`config.mk`:
```
export PLATFORM = sky130hd
export DESIGN_NAME = fifo_rd_stage
export DESIGN_NICKNAME = d
export VERILOG_FILES = /design/src/rtl/fifo_rd_stage.sv
export SDC_FILE = /design/constraint.sdc
export NUM_CORES = 1
export LEC_CHECK = 0
export BUFFER_PORTS_ARGS = -buffer_cell sky130_fd_sc_hd__clkbuf_2
export CAP_MARGIN = 20
export CORE_ASPECT_RATIO = 1.2
export CORE_MARGIN = 2
export CORE_UTILIZATION = 45
export CTS_CLUSTER_SIZE = 12
export DETAILED_ROUTE_END_ITERATION = 8
export GPL_ROUTABILITY_DRIVEN = 0
export MAX_ROUTING_LAYER = met4
export PLACE_DENSITY = 0.74
export SYNTH_ARGS = -nofsm -noshare
export SYNTH_HDL_FRONTEND = slang
export SYNTH_SLANG_ARGS = --single-unit
```
`constraint.sdc`:
```
create_clock -name rclk -period 3.19 [get_ports rclk]
set_input_delay 0.638 -clock rclk [delete_from_list [all_inputs] [get_ports rclk]]
set_output_delay 0.638 -clock rclk [all_outputs]
set_load 0.1 [all_outputs]
```
`src/rtl/fifo_rd_stage.sv`:
```
// fifo_rd_stage: read-domain pointers, empty flag, fill level and first-word fall-through output register of an async FIFO
module fifo_rd_stage #(
  parameter int ADD_WIDTH  = 3,
  parameter int DATA_WIDTH = 8
) (
  input  logic                  rclk,
  input  logic                  rrst,
  input  logic [ADD_WIDTH:0]    rq2_wptr,
  input  logic [DATA_WIDTH-1:0] rdata_mem,
  output logic [ADD_WIDTH-1:0]  raddr,
  output logic [ADD_WIDTH:0]    rptr,
  output logic                  rempty,
  output logic                  out_valid,
  output logic [DATA_WIDTH-1:0] out_data,
  input  logic                  out_ready,
  output logic [ADD_WIDTH:0]    rlevel
);
  logic [ADD_WIDTH:0]    rbin_q, rbin_d, rptr_q, rptr_d, rlevel_q, rlevel_d, wbin;
  logic                  rempty_q, rempty_d, valid_q, valid_d, pop;
  logic [DATA_WIDTH-1:0] data_q, data_d;
  // pop the head word whenever memory holds one and the output register is free or draining
  always_comb begin
    pop      = !rempty_q && (!valid_q || out_ready);
    rbin_d   = rbin_q + {{ADD_WIDTH{1'b0}}, pop};
    rptr_d   = rbin_d ^ (rbin_d >> 1);
    rempty_d = rptr_d == rq2_wptr;
    valid_d  = pop ? 1'b1 : out_ready ? 1'b0 : valid_q;
    data_d   = pop ? rdata_mem : data_q;
  end
  // convert the synchronized Gray write pointer to binary for the level count
  always_comb begin
    wbin = '0;
    for (int i = 0; i <= ADD_WIDTH; i++) wbin[i] = ^(rq2_wptr >> i);
    rlevel_d = wbin - rbin_d;
  end
  // all read-domain state, cleared immediately on reset
  always_ff @(posedge rclk or posedge rrst) begin
    if (rrst) begin
      rbin_q   <= '0;
      rptr_q   <= '0;
      rempty_q <= 1'b1;
      valid_q  <= 1'b0;
      data_q   <= '0;
      rlevel_q <= '0;
    end else begin
      rbin_q   <= rbin_d;
      rptr_q   <= rptr_d;
      rempty_q <= rempty_d;
      valid_q  <= valid_d;
      data_q   <= data_d;
      rlevel_q <= rlevel_d;
    end
  end
  assign raddr     = rbin_q[ADD_WIDTH-1:0];
  assign rptr      = rptr_q;
  assign rempty    = rempty_q;
  assign out_valid = valid_q;
  assign out_data  = data_q;
  assign rlevel    = rlevel_q;
endmodule

```
==> results.txt, run 1 <==
----------------------------------------------------
[Run status]
  Run status ... completed

[Routing]
  Routed length on met3 ... about 87 um
  Highest Signal Layer ... met4
  Wirelength per Cell ... around 12 um
  M1 WL ... 733 um
  Detailed-route via count ... approximately 680
  Post-DRT Antenna Nets ... 0
  Number of vias per cell ... 4.75
  Starting DRC count in detailed routing ... 8
  Total Routed Length ... ~1.7 mm
  DR pass1 iterations ... 4
  Routed wire length on met2 ... a little over 800 um
  # DRC ... 0

[Logic synthesis]
  Syn_nets ... 94
  Synth top area cells ... sky130_fd_sc_hd__dfrtp_1 (51%), sky130_fd_sc_hd__mux2_2 (10%), sky130_fd_sc_hd__xor2_1 (8.0%)
  Library cell with the largest summed area after synthesis ... sky130_fd_sc_hd__dfrtp_1
  Number of synthesized flops with an enable pin ... 0
  Fraction of synthesized area in multiplexers ... about a tenth
  Synth warn ... 0
  Predominant post-synthesis flop cell ... sky130_fd_sc_hd__dfrtp_1
  Flop and latch count out of synthesis ... 21
  Complex-gate fraction of the synthesized area ... slightly below 6%
  Share of synthesized cell area in and, or, nand and nor gates ... between 3 and 4%
  Count of distinct cell types in the synthesized netlist ... 20
  Xor/xnor cell area share of the yosys netlist ... around 17%
  Proportion of synthesized chip area in sequential cells ... between 50% and 60%
  Main combinational cell family by area after synthesis ... XOR/XNOR gates
  Gate count after technology mapping ... between 70 and 80
  Async set or reset register ratio after synthesis ... between 90% and 100%
  Post-synthesis average cell area ... roughly 13 um^2
  Fraction of synthesized cell area taken by the top area cell type ... about 51%
  Post-synthesis share of cell area spent on full adders, half adders and majority gates ... approximately 6.3%
  Netlist Area Pre-Place ... roughly 990 um^2

[Floorplanning]
  Initial standard-cell utilization of the core ... between 40% and 50%
  Die height ... 55.3 um
  Die area ... around 0.0026 mm^2
  Floorplan Core Area ... slightly above 0.002 mm^2
  Rows ... 18
  I/O pin count ... 36
  Die boundary width ... ~47 um

[Clocking]
  CTS tree ... yes
  # clock sinks ... 21
  Clock transition at the registers of the reported paths ... 0.11 ns
  Number of setup buffers added after CTS ... 0
  # hold bufs at CTS ... 0
  Library cell used as clock root buffer ... sky130_fd_sc_hd__clkbuf_4
  Number of clock buffers inserted by TritonCTS ... 3
  Worst skew pair latency ... ~0.31 ns
  Maximum count of clock buffers along a single path ... 2
  Cts repair resizes ... 0
  Clock H-tree levels ... 1

[Setup path]
  Setup Crit Path Kind ... reg -> reg
  Largest fanout on the critical path ... 4
  RR Startpoint ... rempty
  Worst path required time ... 3.43 ns
  Category of the worst setup path capture point ... flop
  Crit path DAT ... 2.61 ns
  Destination of the worst register-to-register timing path ... rlevel[3]
  Worst setup slack for register-to-register paths ... 0.82 ns
  R2r worst-path depth ... 8
  Worst Setup Start Kind ... flop

[Global routing]
  Number of global-route vias before repair ... approximately 650
  First-pass GRT wire length ... ~2.8 mm
  Antenna violations before repair ... 0
  Global-route total usage across every layer ... between 10% and 20%
  Largest net degree at the start of global routing ... 22
  Final global-route overflow total ... 0

[Timing]
  TNS Setup ... 0 ns
  Least-Margin Pin Slew ... 0.762 ns
  Remaining max-slew budget at the tightest pin ... 49.1%
  Worst hold-check slack ... between 0.4 and 0.5 ns
  Unrepaired setup endpoints after global routing ... false
  Time the worst path needs with I/O delays and setup ... roughly 2.4 ns
  Endpoints failing hold ... 0
  Max-slew violation count ... 0
  Achievable frequency ... between 0.4 and 0.5 GHz
  Setup Skew ... 0.00103 ns
  Period Utilization, post-route ... between 70 and 80%
  Final count of negative-setup-slack endpoints ... 0

[Layout]
  Diode count ... 0
  Fraction of final layout cells with drive strength greater than 1 ... 47.8%
  Final net count ... 134
  Fill cell instance count of the final layout ... 186
  Layout overhead on the synthesized area ... 24.6%

[Placed design]
  DPL Wire Length ... approximately 1.3 mm
  IO Port Bufs ... 35

[Worst hold path]
  Min-delay worst type ... in -> async

[Flow run]
  Max-cap violations ... 0

----------------------------------------------------
==> Yosys cell counts, types with 2 or more instances <==
library cell,instances
sky130_fd_sc_hd__dfrtp_1,20
sky130_fd_sc_hd__o21ai_0,2
sky130_fd_sc_hd__nand3_1,2
sky130_fd_sc_hd__nand2_1,2
sky130_fd_sc_hd__mux2_2,9
sky130_fd_sc_hd__ha_1,5
sky130_fd_sc_hd__xor2_1,9
sky130_fd_sc_hd__xnor2_1,6
sky130_fd_sc_hd__nor2b_1,2
sky130_fd_sc_hd__inv_1,7
==> sequential cells by signal, indices dropped and copies added, names as in the netlist <==
register,cells
out_data,8
rbin_q,4
rlevel,4
rptr,3
out_valid,1
rempty,1
==> cell usage in the layout, fill, tap and decap left out <==
| cell | count |
|---|---|
| sky130_fd_sc_hd__a21oi_2 | 1 |
| sky130_fd_sc_hd__ha_1 | 5 |
| sky130_fd_sc_hd__dfrtp_1 | 20 |
| sky130_fd_sc_hd__buf_4 | 1 |
| sky130_fd_sc_hd__clkbuf_2 | 35 |
| sky130_fd_sc_hd__xnor2_1 | 6 |
| sky130_fd_sc_hd__a21oi_1 | 1 |
| sky130_fd_sc_hd__o21ai_0 | 2 |
| sky130_fd_sc_hd__nand3_1 | 2 |
| sky130_fd_sc_hd__mux2_2 | 9 |
| sky130_fd_sc_hd__or3_1 | 1 |
| sky130_fd_sc_hd__o21bai_1 | 1 |
| sky130_fd_sc_hd__xor2_1 | 9 |
| sky130_fd_sc_hd__dfstp_2 | 1 |
| sky130_fd_sc_hd__clkinv_2 | 1 |
| sky130_fd_sc_hd__a221oi_2 | 1 |
| sky130_fd_sc_hd__nor2b_1 | 2 |
| sky130_fd_sc_hd__clkbuf_4 | 3 |
| sky130_fd_sc_hd__nand2_1 | 2 |
| sky130_fd_sc_hd__inv_1 | 7 |
| sky130_fd_sc_hd__xnor3_1 | 1 |
| sky130_fd_sc_hd__a211oi_2 | 1 |
| sky130_fd_sc_hd__xnor2_2 | 1 |
==> how the worst max path moves through the flow <==
| stage | startpoint | endpoint | cells past startpoint |
|---|---|---|---|
| after CTS | rempty | rlevel[3] | 8 |
| after global routing | rempty | rlevel[3] | 8 |
| after floorplan | out_valid | rlevel[3] | 8 |
| after global placement | out_ready | rlevel[3] | 10 |
| after detailed placement | out_ready | rlevel[3] | 10 |
| final | rempty | rlevel[3] | 8 |
==> cell type report <==
cell class / count / area, um^2 / area share, %
repair buffers: 36 / 183 / 14.9
clock buffers: 3 / 22.5 / 1.83
flip-flops and latches: 21 / 527 / 42.8
well taps: 30 / 37.5 / 3.05
multi-input cells: 45 / 429 / 34.9
inverters: 7 / 26.3 / 2.14
clock inverters: 1 / 5.00 / 0.407
==> stage by stage <==
stage | cell area [um^2] | worst slack [ns] | cells | utilization, %
6_report | 1230 | 0.819 | 143 | 59.4
5_1_grt | 1230 | 0.679 | 143 | 59.4
4_1_cts | 1230 | 0.812 | 143 | 59.4
3_5_place_dp | 1200 | 0.568 | 139 | 58.0
3_3_place_gp | 1200 | 0.587 | 139 | 58.0
2_1_floorplan | 987 | 0.292 | 74 | -
==> worst max-delay path, cell delays in order (launching register included) <==
cell,delay [ns]
sky130_fd_sc_hd__dfstp_2,0.56
sky130_fd_sc_hd__a21oi_2,0.05
sky130_fd_sc_hd__ha_1,0.22
sky130_fd_sc_hd__ha_1,0.24
sky130_fd_sc_hd__xnor2_2,0.29
sky130_fd_sc_hd__ha_1,0.34
sky130_fd_sc_hd__nor2b_1,0.17
sky130_fd_sc_hd__a221oi_2,0.27
sky130_fd_sc_hd__xor2_1,0.16
==> cells by family (layout without fill, tap and decap cells) <==
logic type	after synthesis	after routing
DFF	21	21
xor gates and xnor gates	17	17
muxes	9	9
buffers and inverters	8	47
AOI/OAI and AO/OA	7	7
and+or+nand+nor	7	7
adders and majority gates	5	5
==> routing by layer <==
metal  vias to the layer above  GRT usage (%)
met4                         0           9.52
li1                        322              -
met5                         -              -
met3                         5           2.94
met2                        25           23.8
met1                       327           19.1
Power of run 1 is not shown: default switching activity piles up to over one toggle a cycle in this logic, so the estimate is an artifact.
==> inputs of run 2 (changes only) <==
--- a/config.mk
+++ b/config.mk
@@ -5,16 +5,17 @@
 export SDC_FILE = /design/constraint.sdc
 export NUM_CORES = 1
 export LEC_CHECK = 0
+export ABC_AREA = 1
 export BUFFER_PORTS_ARGS = -buffer_cell sky130_fd_sc_hd__clkbuf_2
 export CAP_MARGIN = 20
 export CORE_ASPECT_RATIO = 1.2
 export CORE_MARGIN = 2
-export CORE_UTILIZATION = 45
+export CORE_UTILIZATION = 43
 export CTS_CLUSTER_SIZE = 12
 export DETAILED_ROUTE_END_ITERATION = 8
 export GPL_ROUTABILITY_DRIVEN = 0
 export MAX_ROUTING_LAYER = met4
-export PLACE_DENSITY = 0.74
+export PLACE_DENSITY = 0.73
 export SYNTH_ARGS = -nofsm -noshare
 export SYNTH_HDL_FRONTEND = slang
 export SYNTH_SLANG_ARGS = --single-unit
==> constraint.sdc (replaced) <==
create_clock -name rclk -period 2 [get_ports rclk]
set_input_delay 0.4 -clock rclk [delete_from_list [all_inputs] [get_ports rclk]]
set_output_delay 0.4 -clock rclk [all_outputs]
set_load 0.1 [all_outputs]
==> results.txt, run 2 <==
----------------------------------------------------
[Run status]
  Run status ... completed

[Setup path]
  Setup Crit Path Kind ... reg -> reg
  Setup crit end ... rlevel[3]
  Crit path DAT ... 2.14 ns
  R2r worst-path depth ... 12
  Launching element of the worst setup path ... rempty
  RR Startpoint ... rempty
  Worst setup slack for register-to-register paths ... roughly 0.054 ns
  Largest fanout on the critical path ... 3
  Category of the worst setup path capture point ... flop
  Destination of the worst register-to-register timing path ... rlevel[3]
  Worst path required time ... about 2.2 ns
  Worst Setup Start Kind ... flop

[Logic synthesis]
  Netlist Area Pre-Place ... just over 0.001 mm^2
  Library cell with the largest summed area after synthesis ... sky130_fd_sc_hd__dfrtp_1
  Async set or reset register ratio after synthesis ... between 90% and 100%
  Synth warn ... 0
  Count of distinct cell types in the synthesized netlist ... 15
  Leading cell types by count after synthesis ... sky130_fd_sc_hd__nand2_1 (48), sky130_fd_sc_hd__dfrtp_1 (20), sky130_fd_sc_hd__inv_1 (14), sky130_fd_sc_hd__nand3_1 (8)
  Fraction of synthesized cell area taken by the top area cell type ... between 40% and 50%
  Synth top area cells ... sky130_fd_sc_hd__dfrtp_1 (49%), sky130_fd_sc_hd__nand2_1 (18%), sky130_fd_sc_hd__ha_1 (6.1%)
  Number of synthesized flops with an enable pin ... 0
  Proportion of synthesized chip area in sequential cells ... about half
  Post-synthesis average cell area ... between 8 and 9 um^2
  Syn_nets ... around 140
  Flop and latch count out of synthesis ... 21
  Predominant post-synthesis flop cell ... sky130_fd_sc_hd__dfrtp_1
  Gate count after technology mapping ... between 100 and 150
  Top-count cell post-synth ... sky130_fd_sc_hd__nand2_1

[Clocking]
  CTS tree ... yes
  Maximum count of clock buffers along a single path ... 2
  # clock sinks ... 21
  Number of clock buffers inserted by TritonCTS ... 3
  Clock H-tree levels ... 1
  Library cell used as clock root buffer ... sky130_fd_sc_hd__clkbuf_4
  Worst skew pair latency ... roughly 0.29 ns
  Clock transition at the registers of the reported paths ... 0.11 ns

[Timing]
  Max-slew violation count ... 0
  Period Utilization, post-route ... 97.3%
  Achievable frequency ... slightly above 0.5 GHz
  Remaining max-slew budget at the tightest pin ... between 60% and 70%
  Fin worst setup slack ... ~0.054 ns
  Time the worst path needs with I/O delays and setup ... between 1.5 and 2 ns
  Unrepaired setup endpoints after global routing ... true
  Endpoints failing hold ... 0
  Least-Margin Pin Slew ... 0.541 ns
  Worst hold-check slack ... a little over 0.3 ns
  Final count of negative-setup-slack endpoints ... 0
  Setup Skew ... roughly 0.0022 ns

[Placed design]
  IO Port Bufs ... 35
  DPL Wire Length ... between 1.5 and 2 mm
  Worst-case setup slack after placement ... between 0.06 and 0.07 ns

[Layout]
  Fill cell instance count of the final layout ... roughly 210
  Diode count ... 0
  Layout overhead on the synthesized area ... 34.0%
  Final net count ... roughly 180
  Fraction of final layout cells with drive strength greater than 1 ... approximately two fifths
  Largest register FFs ... 8
  Most frequent standard cell in the layout excluding fill and tap cells ... sky130_fd_sc_hd__nand2_1
  Most used cells in the layout excluding fill and tap cells ... sky130_fd_sc_hd__nand2_1 (45), sky130_fd_sc_hd__clkbuf_2 (35), sky130_fd_sc_hd__dfrtp_1 (18)

[Floorplanning]
  I/O pin count ... 36
  Die area ... 0.00279 mm^2
  Floorplan Core Area ... around 0.0023 mm^2
  Rows ... 19
  Initial standard-cell utilization of the core ... approximately 45%
  Die height ... about 58 um
  Die boundary width ... approximately 50 um

[Routing]
  Starting DRC count in detailed routing ... 12
  # DRC ... 0
  DR pass1 iterations ... 4
  Total Routed Length ... slightly below 2 mm
  Wirelength per Cell ... about 10 um
  Number of vias per cell ... about 4.3
  Detailed-route via count ... about 840
  Post-DRT Antenna Nets ... 0

[Global routing]
  Final global-route overflow total ... 0
  Antenna violations before repair ... 0
  First-pass GRT wire length ... ~3.4 mm
  Number of global-route vias before repair ... approximately 830
  Largest net degree at the start of global routing ... 17
  Global-route total usage across every layer ... 16.4%

[Flow run]
  Max-cap violations ... 0

[Worst hold path]
  Min-delay worst type ... in -> reg

----------------------------------------------------
-- run 2: changes by cell type in the layout (fill, tap and decap cells not counted), moves of 3 or more --
| cell | before | now |
|---|---|---|
| sky130_fd_sc_hd__buf_4 | 1 | 4 |
| sky130_fd_sc_hd__xnor2_1 | 6 | 0 |
| sky130_fd_sc_hd__nand2_2 | 0 | 8 |
| sky130_fd_sc_hd__ha_4 | 0 | 3 |
| sky130_fd_sc_hd__inv_1 | 7 | 12 |
| sky130_fd_sc_hd__xor2_1 | 9 | 5 |
| sky130_fd_sc_hd__nand2_1 | 2 | 45 |
| sky130_fd_sc_hd__nand3_1 | 2 | 7 |
| sky130_fd_sc_hd__inv_2 | 0 | 6 |
| sky130_fd_sc_hd__mux2_2 | 9 | 0 |
| sky130_fd_sc_hd__ha_1 | 5 | 2 |
-- run 2: worst min path at each step --
stage	startpoint	endpoint	slack (ns)	cells after the start
after CTS	rdata_mem[4]	out_data[4]	0.30	3
after floorplan	rrst	out_data[0]	0.38	1
after global routing	rdata_mem[6]	out_data[6]	0.30	3
after detailed placement	rrst	rlevel[0]	0.29	2
final	rdata_mem[0]	out_data[0]	0.31	3
after global placement	rrst	rlevel[0]	0.29	2
-- run 2: cells by family after synthesis --
family	Yosys count	synth area share, %
AOI/OAI and AO/OA	1	0.854
and+or+nand+nor	64	26.2
adders and majority gates	5	6.10
xor gates and xnor gates	7	8.54
buffers and inverters	19	6.95
DFF	21	51.3
-- run 2: what timing repair did --
item | 4_1_cts | 5_1_grt
gates resized for setup | 0 | 6
hold endpoints to repair | 4 | 0
buffers inserted | 0 | 1
hold buffers | 1 | 0
endpoints found under the setup margin | 0 | 2
-- run 2: area by class of cell --
class / instances / area (um^2) / area share, %
flip-flops and latches: 21 / 536 / 38.9
multi-input cells: 77 / 485 / 35.3
repair buffers: 40 / 215 / 15.7
inverters: 19 / 73.8 / 5.37
well taps: 31 / 38.8 / 2.82
clock buffers: 4 / 26.3 / 1.91
-- run 2: layer usage --
metal	vias up	share of wire, %	wire length (um)	GRT usage [%]
li1	440	-	-	-
met1	366	41	793	17.5
met2	25	52	1000	29.0
met3	4	4.7	90	2.36
met4	0	2.4	46	9.80
met5	-	0	0	-
-- run 2: worst max-delay path, cell delays in order, from the launching register on --
cell and delay [ns]:
sky130_fd_sc_hd__dfstp_4 0.65, sky130_fd_sc_hd__a21oi_4 0.04, sky130_fd_sc_hd__ha_4 0.17, sky130_fd_sc_hd__ha_4 0.16, sky130_fd_sc_hd__inv_2 0.04, sky130_fd_sc_hd__nand2_2 0.04, sky130_fd_sc_hd__nand2_2 0.09, sky130_fd_sc_hd__inv_4 0.05
sky130_fd_sc_hd__ha_4 0.27, sky130_fd_sc_hd__nand2_2 0.04, sky130_fd_sc_hd__nand3b_1 0.16, sky130_fd_sc_hd__nand3_1 0.08, sky130_fd_sc_hd__nand2_1 0.05
-- run 2: stage by stage --
stage / cells / utilization [%] / cell area, um^2 / setup TNS, ns
detailed placement: 186 / 57.7 / 1320 / 0
global route: 192 / 60.3 / 1380 / -0.0804
global placement: 186 / 57.7 / 1320 / 0
floorplan: 117 / - / 1080 / -0.288
CTS: 191 / 59.3 / 1350 / 0
finish: 192 / 60.3 / 1380 / 0
Power of run 2 is left out for the same reason.
